**config.mk**
```make
export PLATFORM = sky130hd
export DESIGN_NAME = stack_tracked_flat
export DESIGN_NICKNAME = d
export VERILOG_FILES = /design/src/rtl/stack_tracked_if.sv /design/src/rtl/stack_tracked.sv /design/src/flat_wrapper.sv
export SDC_FILE = /design/constraint.sdc
export NUM_CORES = 1
export LEC_CHECK = 0
export ABC_AREA = 1
export ABC_CLOCK_PERIOD_IN_PS = 11000
export CORE_UTILIZATION = 49
export CTS_CLUSTER_DIAMETER = 50
export CTS_CLUSTER_SIZE = 14
export DETAILED_ROUTE_END_ITERATION = 10
export HOLD_SLACK_MARGIN = 0.15
export PLACE_DENSITY = 0.69
export REMOVE_ABC_BUFFERS = 1
export SETUP_SLACK_MARGIN = 0.4
export SYNTH_ARGS = -nofsm -noshare
export SYNTH_HDL_FRONTEND = slang
export SYNTH_SLANG_ARGS = --single-unit
```
**constraint.sdc**
```tcl
create_clock -name clk -period 11 [get_ports clk]
set_input_delay 2.2 -clock clk [delete_from_list [all_inputs] [get_ports clk]]
set_output_delay 2.2 -clock clk [all_outputs]
set_load 0.05 [all_outputs]
```
**src/rtl/stack_tracked_if.sv**
```systemverilog
// ---------------------------------------------------------------------------
// stack_tracked_if -- command/status bundle for the stack_tracked block.
//
// Signals:
//   we        host -> stack   load head with wd this cycle
//   delta     host -> stack   2'b01 push, 2'b11 pop, 2'b00/2'b10 no move
//   wd        host -> stack   write data
//   clr_err   host -> stack   clear the sticky overflow/underflow flags
//   rd        stack -> host   top of stack (head register)
//   rd2       stack -> host   second entry (tail entry 0)
//   depth     stack -> host   count of valid words, 0..DEPTH+1
//   empty     stack -> host   depth == 0
//   full      stack -> host   depth == DEPTH+1
//   overflow  stack -> host   sticky: push attempted while full
//   underflow stack -> host   sticky: pop attempted while empty
//
// Modports: master (host side), slave (stack side).
// ---------------------------------------------------------------------------
interface stack_tracked_if #(
    parameter int WIDTH = 16,
    parameter int DEPTH = 18
);
    localparam int DW = $clog2(DEPTH + 2);

    logic             we;
    logic [1:0]       delta;
    logic [WIDTH-1:0] wd;
    logic             clr_err;
    logic [WIDTH-1:0] rd;
    logic [WIDTH-1:0] rd2;
    logic [DW-1:0]    depth;
    logic             empty;
    logic             full;
    logic             overflow;
    logic             underflow;

    modport master (
        output we, delta, wd, clr_err,
        input  rd, rd2, depth, empty, full, overflow, underflow
    );

    modport slave (
        input  we, delta, wd, clr_err,
        output rd, rd2, depth, empty, full, overflow, underflow
    );
endinterface

```
**src/rtl/stack_tracked.sv**
```systemverilog
// ---------------------------------------------------------------------------
// stack_tracked -- shift-register stack (head register plus DEPTH tail
// entries) with a saturating occupancy count and sticky overflow/underflow.
//
// Ports:
//   clk    rising-edge clock
//   reset  asynchronous, active-high reset
//   bus    stack_tracked_if.slave (we, delta, wd, clr_err in;
//          rd, rd2, depth, empty, full, overflow, underflow out)
//
// Data always shifts on push/pop regardless of occupancy: a push while full
// drops the bottom word, a pop while empty still shifts FILL up from the
// bottom. Only the count saturates. Every output is taken straight from a
// register (or a compare of the count register), so there is no
// combinational input-to-output path.
// ---------------------------------------------------------------------------
module stack_tracked #(
    parameter int               WIDTH = 16,
    parameter int               DEPTH = 18,
    parameter logic [WIDTH-1:0] FILL  = WIDTH'(16'h55aa)
) (
    input  logic           clk,
    input  logic           reset,
    stack_tracked_if.slave bus
);
    localparam int            DW   = $clog2(DEPTH + 2);
    localparam logic [DW-1:0] MAXC = DW'(DEPTH + 1);

    logic [WIDTH-1:0] head,   head_n;
    logic [WIDTH-1:0] tail   [DEPTH];
    logic [WIDTH-1:0] tail_n [DEPTH];
    logic [DW-1:0]    cnt,    cnt_n;
    logic             ovf,    ovf_n;
    logic             udf,    udf_n;

    logic is_push, is_pop;
    assign is_push = (bus.delta == 2'b01);
    assign is_pop  = (bus.delta == 2'b11);

    always_comb begin
        // NOTE: every variable gets a default first so no path leaves it
        // unassigned; that is what keeps this block free of latches.
        head_n = head;
        tail_n = tail;
        cnt_n  = cnt;
        ovf_n  = ovf & ~bus.clr_err;
        udf_n  = udf & ~bus.clr_err;

        if (is_push) begin
            tail_n[0] = head;
            for (int i = 1; i < DEPTH; i++) tail_n[i] = tail[i-1];
            if (bus.we) head_n = bus.wd;        // otherwise head is duplicated
            if (cnt == MAXC) ovf_n = 1'b1;      // a new error beats clr_err
            else             cnt_n = cnt + 1'b1;
        end else if (is_pop) begin
            for (int i = 0; i < DEPTH - 1; i++) tail_n[i] = tail[i+1];
            tail_n[DEPTH-1] = FILL;
            head_n = bus.we ? bus.wd : tail[0];
            if (cnt == '0) udf_n = 1'b1;
            else           cnt_n = cnt - 1'b1;
        end else if (bus.we) begin
            head_n = bus.wd;
        end
    end

    always_ff @(posedge clk or posedge reset) begin
        if (reset) begin
            head <= '0;
            // NOTE: the tail array is reset explicitly because its contents
            // are architecturally visible (FILL must surface on pops).
            for (int i = 0; i < DEPTH; i++) tail[i] <= FILL;
            cnt  <= '0;
            ovf  <= 1'b0;
            udf  <= 1'b0;
        end else begin
            // NOTE: non-blocking assignments so every register samples the
            // pre-edge values computed above.
            head <= head_n;
            tail <= tail_n;
            cnt  <= cnt_n;
            ovf  <= ovf_n;
            udf  <= udf_n;
        end
    end

    assign bus.rd        = head;
    assign bus.rd2       = tail[0];
    assign bus.depth     = cnt;
    assign bus.empty     = (cnt == '0);
    assign bus.full      = (cnt == MAXC);
    assign bus.overflow  = ovf;
    assign bus.underflow = udf;

endmodule

```
**src/flat_wrapper.sv**
```systemverilog
// flat-port wrapper written by rule: the top's interface ports become plain ports
module stack_tracked_flat 
#(
    parameter int               WIDTH = 16,
    parameter int               DEPTH = 18,
    parameter logic [WIDTH-1:0] FILL  = WIDTH'(16'h55aa)
)
  (clk, reset, bus_we, bus_delta, bus_wd, bus_clr_err, bus_rd, bus_rd2, bus_depth, bus_empty, bus_full, bus_overflow, bus_underflow);
  stack_tracked_if #(.WIDTH(WIDTH), .DEPTH(DEPTH)) bus_i ();
  input  logic clk;
  input  logic reset;
  input wire logic [$bits(bus_i.we)-1:0] bus_we;
  input wire logic [$bits(bus_i.delta)-1:0] bus_delta;
  input wire logic [$bits(bus_i.wd)-1:0] bus_wd;
  input wire logic [$bits(bus_i.clr_err)-1:0] bus_clr_err;
  output wire logic [$bits(bus_i.rd)-1:0] bus_rd;
  output wire logic [$bits(bus_i.rd2)-1:0] bus_rd2;
  output wire logic [$bits(bus_i.depth)-1:0] bus_depth;
  output wire logic [$bits(bus_i.empty)-1:0] bus_empty;
  output wire logic [$bits(bus_i.full)-1:0] bus_full;
  output wire logic [$bits(bus_i.overflow)-1:0] bus_overflow;
  output wire logic [$bits(bus_i.underflow)-1:0] bus_underflow;
  assign bus_i.we = bus_we;
  assign bus_i.delta = bus_delta;
  assign bus_i.wd = bus_wd;
  assign bus_i.clr_err = bus_clr_err;
  assign bus_rd = bus_i.rd;
  assign bus_rd2 = bus_i.rd2;
  assign bus_depth = bus_i.depth;
  assign bus_empty = bus_i.empty;
  assign bus_full = bus_i.full;
  assign bus_overflow = bus_i.overflow;
  assign bus_underflow = bus_i.underflow;
  stack_tracked #(.WIDTH(WIDTH), .DEPTH(DEPTH), .FILL(FILL)) u_core (.clk(clk), .reset(reset), .bus(bus_i));
endmodule
```
==> flow_summary.ini, run 1 <==
[outcome]
status = finished, final reports clean

[synthesis]
synth_top_area_share_pct = 30.1
async_reset_ff_share_pct = 100
yosysMostFrequentCell = nand2_1
synth-seq-cells = 311
yosysUniqueCellTypes = 26
netlist_top_cells_count = nand2_1 (802), nand3_1 (239), dfrtp_1 (167)
yosys_warnings = 0
avgSynthCellArea_um2 = 8.44
synthTopCellsByArea = dfrtp_1 (30%), dfstp_2 (27%), nand2_1 (22%)
ys.flop_type = dfrtp_1
yosysSeqAreaShare_pct = 57.3
netlist_area_mm2 = 0.0139
synth_edf_count = 0
synthesis.instances = 1648
yosysTopAreaCell = dfrtp_1

[cts]
cts_tree = built
clock-sinks = 311
cts_buffer_depth = 3
clock_latency_ns = 0.50
h-tree-depth = 2
clkTransAtPathRegs_ns = 0.06
ctsResizeCount = 0
cts_hold_buf = 0
post_cts_buffers = 0
numCtsBuffers = 34
cts_root_buf = clkbuf_16

[drt]
num_vias = 10600
ant_nets = 0
drt_pass1_iterations = 5
drt_iter0_drc = 947
drt-total-wl_um = 27300
drc = 0
via_per_inst = 5.20
drt-wirelength-per-cell_um = 13.4

[timing]
post-route-period-util_pct = 48.2
tns_ns = 0
max_clock_freq_ghz = 0.189
rsz0062_at_grt = false
setup_violations = 0
worst_pin_slew_ns = 1.14
hold_ws_ns = 0.477
period_needed_ns = 5.30
drv_slew = 0
finClkSkew_ns = 0.0169
slew_headroom_pct = 24.0
hold_viol_final = 0

[cells_and_area]
layout.nets = 1665
syn_to_final_growth_pct = 12.2
antennaDiodeCount = 0
drive_above_1_share_pct = 13.0
design_area_mm2 = 0.0156

[critical_path]
critPathMaxFanout = 135
crit_type = in -> reg
critPathMostFrequentCell = buf_4
cp-start-kind = input port
slowest_stage = inv_6
worstPathCellList = buf_2 -> nand2_2 -> buf_4 -> inv_6 -> buf_4 -> buf_4 -> nand2_1 -> a31oi_1
max_stage_delay_ns = 0.74
critical_path_arrival_ns = 5.72
critical_path_required_ns = 11.42
endpoint_kind = flop

[flow_run]
drv_cap = 0

[place]
place.gp.congestion = 0.752
post-dp-hpwl_um = 14700
post_dp_cell_area_mm2 = 0.0144
port_buffers = 62

[pwr]
p_per_area_mw_per_mm2 = 209
p_leak_nw = 6.97
max-vdd-ir-drop_mv = 0.177

[global_routing]
grt_usage_pct = 19.7
grt_max_degree = 183
grt_pass1_wl_um = 47600
first_global_vias = 10200
grt_overflow_total = 0
antenna_found_initial = 0

[floorplanning]
fp.dieH_um = 170
core_area_mm2 = 0.0279
start_util_pct = 49.9
io_pins = 63
die-area_mm2 = 0.0291
die-width_um = 170
rows = 61

[hold_path]
hold_path.class = reg -> reg
==> flip-flops by register name, summed over array words and instances (netlist names) <==
name                  flops
u_core.tail             272
u_core.bus.rd            16
u_core.bus.rd2           16
u_core.bus.overflow       1
u_core.bus.depth          5
u_core.bus.underflow      1
==> final cells by class <==
cell class | count | area (um^2)
clock inverters | 19 | 298
well taps | 378 | 473
repair buffers | 69 | 681
multi-input cells | 1173 | 5030
flip-flops and latches | 311 | 7960
inverters | 50 | 213
fillers | 2467 | 12300
clock buffers | 42 | 942
==> stage by stage <==
stage               power, mW  util, %  instances  setup WS, ns
global placement         2.02     51.6       1981          5.23
finish                   3.26     56.0       2042          5.70
CTS                      3.30     56.0       2042          5.68
floorplan                1.87        -       1534         0.437
detailed placement       2.03     51.6       1981          5.14
global route             3.43     56.0       2042          5.41
==> cell usage in the layout (no fill, tap or decap) <==
| cell | count |
|---|---|
| dfrtp_1 | 167 |
| clkbuf_1 | 3 |
| a22oi_1 | 1 |
| bufinv_16 | 7 |
| clkinv_2 | 4 |
| o22ai_1 | 9 |
| clkdlybuf4s50_1 | 61 |
| xor2_1 | 1 |
| nor2_1 | 32 |
| nand4_1 | 1 |
| a31oi_1 | 7 |
| a21oi_1 | 12 |
| clkinvlp_4 | 2 |
| clkinv_1 | 1 |
| dfstp_2 | 144 |
| nand2_1 | 802 |
| clkbuf_16 | 35 |
| inv_1 | 45 |
| clkinv_4 | 2 |
| nand3_1 | 239 |
| o21ai_0 | 15 |
| inv_8 | 2 |
| clkbuf_8 | 4 |
| o211ai_1 | 35 |
| ha_1 | 3 |
| buf_12 | 1 |
| nand2_2 | 2 |
| o221ai_1 | 12 |
| buf_4 | 6 |
| buf_2 | 1 |
| fa_1 | 1 |
| inv_6 | 6 |
| nand2_4 | 1 |
==> critical path: cells and delay by family <==
family | cells | cell delay, ns
compound gates | 1 | 0.15
buf+inv | 5 | 3.05
simple gates | 2 | 0.20
==> routing by layer <==
layer  wire length, um  part of all wire [%]  GRT usage [%]  vias up
met5                 0                     0              0        -
met4               408                   1.5           4.62        0
met3               759                   2.8           2.81       32
met2             13000                    47           33.3      109
met1             13200                    48           26.7     5240
li1                  -                     -              -     5247
==> where the power goes <==
group | switching, mW | leakage (nW) | total (mW) | internal, mW
clock network | 0.468 | 0.605 | 1.25 | 0.780
logic | 0.318 | 2.64 | 0.494 | 0.176
registers | 0.141 | 3.73 | 1.52 | 1.38
==> kinds of logic after synthesis <==
logic type | count (synthesis) | synth area share (%)
simple gates | 1077 | 31.3
flops | 311 | 57.3
buf+inv | 164 | 6.54
compound gates | 91 | 4.39
fa+ha+maj | 4 | 0.414
xor+xnor | 1 | 0.0630
==> path summary, 6_finish.rpt <==
check                               startpoint             endpoint  slack [ns]  cells past startpoint
setup / recovery                  bus_delta[0]     u_core.bus.rd[8]        5.70                      8
hold / removal                 u_core.tail[10]      u_core.tail[10]        0.48                      2
setup reg to reg           u_core.bus.depth[0]  u_core.bus.depth[4]        9.52                      8
hold reg to reg                u_core.tail[10]      u_core.tail[10]        0.48                      2
max in group asynchronous                reset     u_core.tail[233]        7.35                      3
min in group asynchronous                reset    u_core.bus.rd[14]        2.22                      2
No activity file was read; power rests on OpenSTA's default activity.
==> run 2, diff against run 1 <==
Settings changed: ABC_CLOCK_PERIOD_IN_PS 11000 to 5500, PLACE_DENSITY 0.69 to 0.67.
Clock period 11 ns to 5.5 ns, I/O delays scaled along.
==> flow_summary.ini, run 2 (same netlist as run 1, synthesis figures left out) <==
[pwr]
p_per_area_mw_per_mm2 = 397
swShare_pct = 29.8
seq_power_share_pct = 49.5
p_leak_nw = 6.90
max-vdd-ir-drop_mv = 0.291
p_sw_mw = 1.83
pwr-share-comb_pct = 16.2
clkPwrFrac_pct = 34.3
p_int_mw = 4.31

[place]
post-dp-hpwl_um = 15100
place_inst = 1987
port_buffers = 62
place.gp.congestion = 0.757
post_dp_cell_area_mm2 = 0.0144

[drt]
drt-wirelength-per-cell_um = 13.5
drt_iter0_drc = 842
via_per_inst = 5.21
drt_pass1_iterations = 5
drt-total-wl_um = 27600
drc = 0
ant_nets = 0
num_vias = 10600

[timing]
post-route-period-util_pct = 60.7
period_needed_ns = 3.34
slew_headroom_pct = 21.6
worst_pin_slew_ns = 1.18
rsz0062_at_grt = false
setup_violations = 0
max_clock_freq_ghz = 0.300
drv_slew = 0
finClkSkew_ns = 0.0175
hold_viol_final = 0

[cells_and_area]
antennaDiodeCount = 0
layout_commonest_cell = nand2_1
drive_above_1_share_pct = 12.8
multi_input_area_mm2 = 0.00503
layout_common_cells = nand2_1 (802), nand3_1 (239), dfrtp_1 (167)
syn_to_final_growth_pct = 11.1
top_register = u_core.tail
nFillCells = 2450
largest_reg_flops = 272
final-seq-area_mm2 = 0.00796
final_cells = 2044
design_area_mm2 = 0.0155
layout.nets = 1668

[floorplanning]
die-width_um = 170
fp.dieH_um = 170
io_pins = 63
start_util_pct = 49.9
rows = 61
core_area_mm2 = 0.0279
die-area_mm2 = 0.0291

[global_routing]
grt_pass1_wl_um = 48600
antenna_found_initial = 0
grt_max_degree = 163
first_global_vias = 10400
grt_overflow_total = 0
grt_usage_pct = 20.0

[cts]
numCtsBuffers = 31
clkTransAtPathRegs_ns = 0.07
cts_hold_buf = 0
cts_buffer_depth = 3
clock_latency_ns = 0.56
cts_root_buf = clkbuf_16
h-tree-depth = 1
cts_tree = built
ctsResizeCount = 0
post_cts_buffers = 0
clock-sinks = 311

[flow_run]
drv_cap = 0

[critical_path]
cp-start-kind = flop
crit_type = reg -> out
endpoint_kind = output pin
critical_path_required_ns = 4.40
critPathMaxFanout = 4
critical_path_arrival_ns = 2.24

[hold_path]
hold_path.class = reg -> reg

[outcome]
status = finished, final reports clean
run 2: cell count changes in the layout (fill, tap and decap cells not counted), sizes merged:
cell / before / now
bufinv: 7 / 2
buf: 8 / 14
clkbuf: 42 / 43
clkinv: 7 / 6
inv: 53 / 54
run 2: final cells by class:
type,instances,share of cell area (%)
clock buffer,43,5.57
clock inverter,14,0.939
inverter,50,1.38
multi-input combinational,1173,32.6
sequential,311,51.5
tap,378,3.06
timing repair buffer,75,4.94
run 2: worst paths after layout:
path / start / to / slack, ns / cells past startpoint
max reg2reg: u_core.bus.depth[0] / u_core.bus.depth[4] / 4.03 / 7
min reg2reg: u_core.tail[12] / u_core.tail[12] / 0.47 / 2
max: u_core.bus.depth[3] / bus_empty / 2.16 / 4
min in group asynchronous: reset / u_core.bus.rd[12] / 1.09 / 2
max in group asynchronous: reset / u_core.tail[159] / 3.34 / 3
min: u_core.tail[12] / u_core.tail[12] / 0.47 / 2
run 2: stage by stage:
step	total power, mW	hold WS [ns]	utilization (%)	setup WS [ns]	TNS [ns]
after floorplan	3.73	0.451	-	-3.96	-887.75
final	6.13	0.474	55.5	2.16	0
after global placement	4.04	0.460	51.9	2.07	0
after CTS	6.20	0.478	55.5	2.13	0
after global routing	6.46	0.503	55.5	2.03	0
after detailed placement	4.08	0.467	51.9	2.08	0
run 2: routing by layer:
| layer | vias to the layer above | track usage, % | share of wire, % |
|---|---|---|---|
| met5 | - | 0 | 0 |
| met4 | 0 | 4.03 | 1.2 |
| met3 | 33 | 2.63 | 3.9 |
| met2 | 175 | 33.9 | 47 |
| met1 | 5190 | 27.4 | 48 |
| li1 | 5242 | - | - |
run 2: critical path: stages (launching register included):
cell	delay, ns
dfrtp_1	0.43
nor2_1	0.21
nand3_1	0.16
inv_1	0.09
clkdlybuf4s50_1	0.80
run 2: power by group through the flow:
stage	sequential (mW)	combinational (mW)	clock [mW]
2_1_floorplan	3.17	0.563	0
3_3_place_gp	3.06	0.981	0
3_5_place_dp	3.06	1.01	0
4_1_cts	3.04	1.01	2.15
5_1_grt	3.09	1.13	2.24
6_report	3.04	0.996	2.10
==> run 3, diff against run 2 <==
Settings changed: ABC_CLOCK_PERIOD_IN_PS 5500 to 2800, PLACE_DENSITY 0.67 to 0.69.
Clock period 5.5 ns to 2.8 ns, I/O delays scaled along.
==> flow_summary.ini, run 3 (same netlist as run 1, synthesis figures left out) <==
[timing]
worst_pin_slew_ns = 0.569
tns_ns = 0
setup_violations = 0
slew_headroom_pct = 62.1
rsz0062_at_grt = false
finClkSkew_ns = 0.0161
fin_ws_ns = 0.495
max_clock_freq_ghz = 0.434
post-route-period-util_pct = 82.3
drv_slew = 0
hold_viol_final = 0
period_needed_ns = 2.31

[critical_path]
crit_cells = 1
worstPathCellList = clkdlybuf4s50_1
crit_path_start = u_core.bus.depth[3]
cp-start-kind = flop
path_delay_family = buffers and inverters
r2r-end = u_core.bus.depth[4]
max_stage_delay_ns = 0.85
r2r_cells = 7
critical_path_arrival_ns = 1.75
r2r-start = u_core.bus.depth[0]
critical_path_required_ns = 2.24
timing.critical_path.to = bus_depth[3]
critPathMaxFanout = 4
slowest_stage = clkdlybuf4s50_1
crit_type = reg -> out
worst-path-buf-inv = 1
reg2reg_slack_ns = 1.37
endpoint_kind = output pin

[global_routing]
grt_usage_pct = 20.1
grt_pass1_wl_um = 48500
antenna_found_initial = 0
grtUsageMet1_pct = 26.1
gr-max-usage-layer = met2
grt_max_degree = 80
grt_overflow_total = 0
first_global_vias = 10600
met3_usage_pct = 2.88
met2_usage_pct = 34.9

[place]
pre_cts_ws_ns = 0.541
post-dp-hpwl_um = 16400
port_buffers = 62
place.gp.congestion = 0.760
place_inst = 2002
post_dp_cell_area_mm2 = 0.0147

[floorplanning]
die-area_mm2 = 0.0291
fp.dieH_um = 170
rows = 61
die-width_um = 170
core_area_mm2 = 0.0279
io_pins = 63
start_util_pct = 49.9

[hold_path]
hold_path.class = in -> reg
worstHoldPathCells = 3

[cells_and_area]
final-seq-area_mm2 = 0.00796
antennaDiodeCount = 0
largest_reg_flops = 272
layout.nets = 1686
finish.utilization_pct = 56.7
top_register = u_core.tail
syn_to_final_growth_pct = 13.6
design_area_mm2 = 0.0158
multi_input_area_mm2 = 0.00503
nFillCells = 2473
final_cells = 2064
layout_common_cells = nand2_1 (802), nand3_1 (239), dfrtp_1 (167)
layout_commonest_cell = nand2_1
drive_above_1_share_pct = 13.8

[drt]
drt-wirelength-per-cell_um = 13.5
drt_iter0_drc = 804
drt-total-wl_um = 27800
drc = 0
ant_nets = 0
via_per_inst = 5.24
num_vias = 10800
drt_pass1_iterations = 5

[cts]
clock-sinks = 311
post_cts_buffers = 0
clock_latency_ns = 0.51
cts_buffer_depth = 3
h-tree-depth = 2
ctsResizeCount = 14
numCtsBuffers = 34
cts_root_buf = clkbuf_16
clkTransAtPathRegs_ns = 0.06
cts_hold_buf = 0
cts_tree = built

[pwr]
p_per_area_mw_per_mm2 = 779
p_leak_nw = 7.09
max-vdd-ir-drop_mv = 0.563

[flow_run]
drv_cap = 0

[outcome]
status = finished, final reports clean
==> run 3: stage by stage <==
| stage | hold WS [ns] | total power, mW |
|---|---|---|
| global route | 0.489 | 12.9 |
| detailed placement | 0.470 | 8.05 |
| finish | 0.475 | 12.3 |
| global placement | 0.459 | 7.99 |
| CTS | 0.455 | 12.5 |
| floorplan | 0.451 | 7.33 |
==> run 3: per-layer routing <==
metal | routed length [um] | vias up
met2 | 13500 | 139
met3 | 876 | 36
met1 | 12900 | 5356
met4 | 477 | 0
met5 | 0 | -
li1 | - | 5294
==> run 3: area by class of cell <==
type                       instances  share of cell area, %
sequential                       311                   50.4
tap                              378                   2.99
multi-input combinational       1173                   31.9
clock buffer                      50                   6.30
clock inverter                    12                  0.705
inverter                          50                   1.35
timing repair buffer              90                   6.41
==> run 3: report_power, final <==
group          switching, mW  internal (mW)  total, mW
Clock                   1.79           2.58       4.37
Combinational           1.27          0.714       1.99
Sequential             0.543           5.41       5.96
Total                   3.60           8.71       12.3
==> run 3: worst min-delay path by stage <==
stage,slack (ns),from,endpoint
2_1_floorplan,0.45,u_core.tail[10],u_core.tail[10]
3_3_place_gp,0.46,u_core.tail[8],u_core.tail[8]
3_5_place_dp,0.47,u_core.tail[8],u_core.tail[8]
4_1_cts,0.46,bus_delta[0],u_core.bus.depth[3]
5_1_grt,0.49,bus_delta[0],u_core.bus.depth[1]
6_report,0.47,bus_delta[0],u_core.bus.depth[3]
